`config.mk`:
```
export PLATFORM = sky130hd
export DESIGN_NAME = approx_recursive_mult_seq
export DESIGN_NICKNAME = d
export VERILOG_FILES = /design/src/rtl/approx_recursive_mult_seq.sv
export SDC_FILE = /design/constraint.sdc
export NUM_CORES = 1
export LEC_CHECK = 0
export ABC_AREA = 1
export ABC_CLOCK_PERIOD_IN_PS = 11200
export BUFFER_PORTS_ARGS = -buffer_cell sky130_fd_sc_hd__buf_2
export CAP_MARGIN = 20
export CORE_MARGIN = 1.5
export CORE_UTILIZATION = 63
export CTS_CLUSTER_SIZE = 8
export DETAILED_ROUTE_END_ITERATION = 8
export PLACE_DENSITY = 0.91
export SYNTH_ARGS = -nofsm -noshare
export SYNTH_HDL_FRONTEND = slang
export SYNTH_SLANG_ARGS = --single-unit
```
`constraint.sdc`:
```
create_clock -name clk -period 11.2 [get_ports clk]
set_input_delay 1.12 -clock clk [delete_from_list [all_inputs] [get_ports clk]]
set_output_delay 1.12 -clock clk [all_outputs]
set_load 0.01 [all_outputs]
```
`src/rtl/approx_recursive_mult_seq.sv`:
```
// Iterative recursive approximate multiplier: one 4x4 digit sub-product per cycle,
// exact or approximate (3x3=7 low block), accumulated into a shifted 2*WIDTH register.
module approx_recursive_mult_seq #(
    parameter int WIDTH = 8,
    parameter int THR_W = 4
) (
    input  logic                 clk,
    input  logic                 rst,
    input  logic                 in_valid,
    output logic                 in_ready,
    input  logic [WIDTH-1:0]     a,
    input  logic [WIDTH-1:0]     b,
    input  logic [THR_W-1:0]     approx_thr,
    output logic                 out_valid,
    input  logic                 out_ready,
    output logic [2*WIDTH-1:0]   y,
    output logic                 approx_used
);

    localparam int N  = WIDTH / 4;
    localparam int IW = $clog2(N);
    localparam int PW = 2 * WIDTH;

    typedef enum logic [1:0] {
        S_IDLE,
        S_CALC,
        S_DONE
    } state_t;

    state_t r_state;
    state_t w_next;

    logic [WIDTH-1:0] r_a;
    logic [WIDTH-1:0] r_b;
    logic [THR_W-1:0] r_thr;
    logic [PW-1:0]    r_acc;
    logic [PW-1:0]    r_y;
    logic [IW-1:0]    r_i;
    logic [IW-1:0]    r_j;
    logic             r_approx;

    logic             w_accept;
    logic             w_step;
    logic             w_last;
    logic [IW:0]      w_ij;
    logic [3:0]       w_xa;
    logic [3:0]       w_xb;
    logic [7:0]       w_exact;
    logic             w_both3;
    logic             w_apx;
    logic             w_diff;
    logic [7:0]       w_cell;
    logic [PW-1:0]    w_term;
    logic [PW-1:0]    w_acc_nxt;

    // Current digit pair (i,j) and its weighted sub-product
    assign w_last    = (r_i == IW'(N - 1)) && (r_j == IW'(N - 1));
    assign w_ij      = {1'b0, r_i} + {1'b0, r_j};
    assign w_xa      = 4'(r_a >> {r_i, 2'b00});
    assign w_xb      = 4'(r_b >> {r_j, 2'b00});
    assign w_exact   = {4'b0000, w_xa} * {4'b0000, w_xb};
    assign w_both3   = (&w_xa[1:0]) & (&w_xb[1:0]);
    assign w_apx     = 32'(w_ij) < 32'(r_thr);
    assign w_diff    = w_apx & w_both3;
    assign w_cell    = w_diff ? (w_exact - 8'd2) : w_exact;
    assign w_term    = PW'(w_cell) << {w_ij, 2'b00};
    assign w_acc_nxt = r_acc + w_term;

    always_ff @(posedge clk or posedge rst) begin
        if (rst) begin
            r_state <= S_IDLE;
        end else begin
            r_state <= w_next;
        end
    end

    always_comb begin
        w_next    = r_state;
        in_ready  = 1'b0;
        out_valid = 1'b0;
        w_accept  = 1'b0;
        w_step    = 1'b0;
        unique case (r_state)
            S_IDLE: begin
                in_ready = 1'b1;
                if (in_valid) begin
                    w_accept = 1'b1;
                    w_next   = S_CALC;
                end
            end
            S_CALC: begin
                w_step = 1'b1;
                if (w_last) begin
                    w_next = S_DONE;
                end
            end
            S_DONE: begin
                out_valid = 1'b1;
                if (out_ready) begin
                    w_next = S_IDLE;
                end
            end
            default: w_next = S_IDLE;
        endcase
    end

    always_ff @(posedge clk or posedge rst) begin
        if (rst) begin
            r_a      <= '0;
            r_b      <= '0;
            r_thr    <= '0;
            r_acc    <= '0;
            r_y      <= '0;
            r_i      <= '0;
            r_j      <= '0;
            r_approx <= 1'b0;
        end else if (w_accept) begin
            r_a      <= a;
            r_b      <= b;
            r_thr    <= approx_thr;
            r_acc    <= '0;
            r_i      <= '0;
            r_j      <= '0;
            r_approx <= 1'b0;
        end else if (w_step) begin
            r_acc <= w_acc_nxt;
            if (w_diff) begin
                r_approx <= 1'b1;
            end
            // y only moves when a result completes, so it holds through IDLE
            if (w_last) begin
                r_y <= w_acc_nxt;
            end
            if (r_j == IW'(N - 1)) begin
                r_j <= '0;
                r_i <= r_i + 1'b1;
            end else begin
                r_j <= r_j + 1'b1;
            end
        end
    end

    assign y           = r_y;
    assign approx_used = r_approx;

endmodule
```
==> impl_metrics.json <==
{
  "status": "complete, no violations",
  "syn_area_per_cell_um2": 7.68,
  "final_antenna_net_count": 0,
  "io_pins": 43,
  "synth_top_area_cell": "dfrtp_1",
  "slowest_delay_ps": 570,
  "drc_errors": 0,
  "end_kind": "flip-flop",
  "path_common_cell": "nand2_1",
  "hpwlAfterDp_um": 6180,
  "synth_top_area_share_pct": 37.7,
  "hold_class": "flip-flop to flip-flop",
  "relSlewSlack_pct": 51.7,
  "whs_ps": 478,
  "drt_iter0_drc": 331,
  "clk_pin_slew_worst_paths_ps": 80,
  "clock.fmax_mhz": 183,
  "die_w_um": 80.4,
  "first_global_vias": 3330,
  "start_kind": "flip-flop",
  "synth_commonest_cells": "173 x nand2_1, 57 x dfrtp_1, 51 x inv_1",
  "reg2reg_from": "r_j",
  "synth_most_common_cell": "nand2_1",
  "hold_viol_final": 0,
  "drive_above_1_share_pct": 16.4,
  "rsz0062_at_grt": "no",
  "synth_edf_count": 0,
  "dpl-instance-area_um2": 4060,
  "ys_types": 37,
  "tightest_slew_ps": 723,
  "critical_path_arrival_ps": 5770,
  "async_flop_share_pct": 100,
  "die_y_um": 80.4,
  "synth_seq_cells": 57,
  "overflow": 0,
  "cts_setup_buffers": 0,
  "layout.nets": 597,
  "finalCriticalPeriod_ps": 5470,
  "finalClockSkew_ps": 10.8,
  "yosys-top-cells-area": "dfrtp_1 38%, nand2_1 17%, ha_1 9.9%",
  "fin_util_pct": 73.7,
  "crit_required_ps": 11500,
  "design_area_um2": 4310,
  "num_rows": 28,
  "path_class": "flip-flop to flip-flop",
  "area.growth.synth_to_final_pct": 14.1,
  "cts_buffer_depth": 2,
  "htree_levels": 3,
  "finalSetupTns_ps": 0,
  "cts_buffers": 9,
  "portBuffers": 42,
  "track_usage_pct": 30.2,
  "reg2reg_slack_ps": 5730,
  "slew_violations": 0,
  "cap_violations": 0,
  "grt_max_degree": 58,
  "hp-start": "y[13]",
  "antenna_found_initial": 0,
  "cts-root-buf": "clkbuf_8",
  "vias": 3448,
  "grt_pass1_wl_um": 14800,
  "wl_um": 8770,
  "fillerInstances": 407,
  "clkLatencyLatePin_ps": 360,
  "syn_inst": 492,
  "cpMaxStageDelayCell": "fa_1",
  "core_um2": 5850,
  "die_area_um2": 6470,
  "cp_max_fo": 7,
  "synth_seq_area_share_pct": 37.7,
  "cts_resized": 0,
  "wl_per_cell_um": 14.2,
  "synth_area_um2": 3780,
  "synth_fp_nets": 551,
  "whs_path_depth": 2,
  "initial_core_util_pct": 64.6,
  "num_antenna_cells": 0,
  "synth_flop_cell": "dfrtp_1",
  "hold_end": "y[13]",
  "firstDrtPassIters": 5,
  "reg2reg_to": "r_acc[13]",
  "cts_tree": "yes",
  "final-setup-viol-count": 0,
  "rr_worst_depth": 26,
  "ys.warnings.count": 0,
  "post_drt_via_cell_ratio": 5.58,
  "clock_sinks": 57,
  "place_congestion": 0.937,
  "cts_hold_buf": 0,
  "fin_crit_sh_pct": 48.8
}
## worst max-delay path, delay by kind of cell (launching register included)
family | cells | cell delay [ps]
adders and majority gates | 4 | 2020
AOI/OAI and AO/OA | 5 | 890
buffers and inverters | 4 | 240
DFF | 1 | 470
and+or+nand+nor | 11 | 1380
xor gates and xnor gates | 2 | 410
## metal layers
layer | share of wire, % | track usage [%] | wire length, um
met1 | 40 | 34.2 | 3520
met2 | 51 | 52.9 | 4500
met3 | 5.0 | 5.80 | 443
met4 | 3.5 | 16.7 | 310
met5 | 0 | 0 | 0
## final cells by class
class / count / area, um2 / share of cell area [%]
Clock buffer: 9 / 124 / 2.87
Clock inverter: 7 / 125 / 2.90
Inverter: 54 / 203 / 4.70
Sequential cell: 57 / 1430 / 33.1
Timing Repair Buffer: 44 / 225 / 5.22
Multi-Input combinational cell: 372 / 2120 / 49.1
Tap cell: 75 / 93.8 / 2.18
## state kept, by name, summed over array words and instances, names as in the netlist
| register | count |
|---|---|
| r_j | 1 |
| y | 16 |
| r_a | 8 |
| r_i | 1 |
| approx_used | 1 |
| r_b | 8 |
| r_state | 2 |
| r_thr | 4 |
| r_acc | 16 |
## cell families after synthesis
group / share of synthesized area [%]
buf+inv: 6.26
flops: 37.7
mux: 0.795
fa+ha+maj: 12.6
xor+xnor: 3.48
compound gates: 9.34
simple gates: 29.8
## cell usage in the layout (no fill, tap or decap), types with 7 or more instances in the layout
cell type,synthesis,routed
nand2_1,173,173
dfrtp_1,57,57
inv_1,51,50
buf_2,0,42
nor2_1,33,33
ha_1,30,30
o21ai_0,27,27
nand3_1,17,17
a21oi_1,15,15
clkbuf_8,0,9
xor2_1,8,8
o21ai_1,8,8
xnor2_1,7,7
nand2_2,7,7
## per-stage QoR
step           cells  worst slack (ps)
2_1_floorplan    492              6390
3_3_place_gp     601              6030
3_5_place_dp     601              5820
4_1_cts          617              5770
5_1_grt          618              5310
6_report         618              5730
## worst max-delay path by stage
stage                     start        end  cells after the start
final                       r_j  r_acc[13]                     26
after detailed placement    r_j  r_acc[13]                     26
after global routing        r_j      y[13]                     26
after CTS                   r_j  r_acc[13]                     26
after global placement      r_i      y[13]                     28
after floorplan             r_i  r_acc[12]                     29
Power is not shown: default switching activity piles up to over one toggle a cycle in this logic, so the estimate is an artifact.
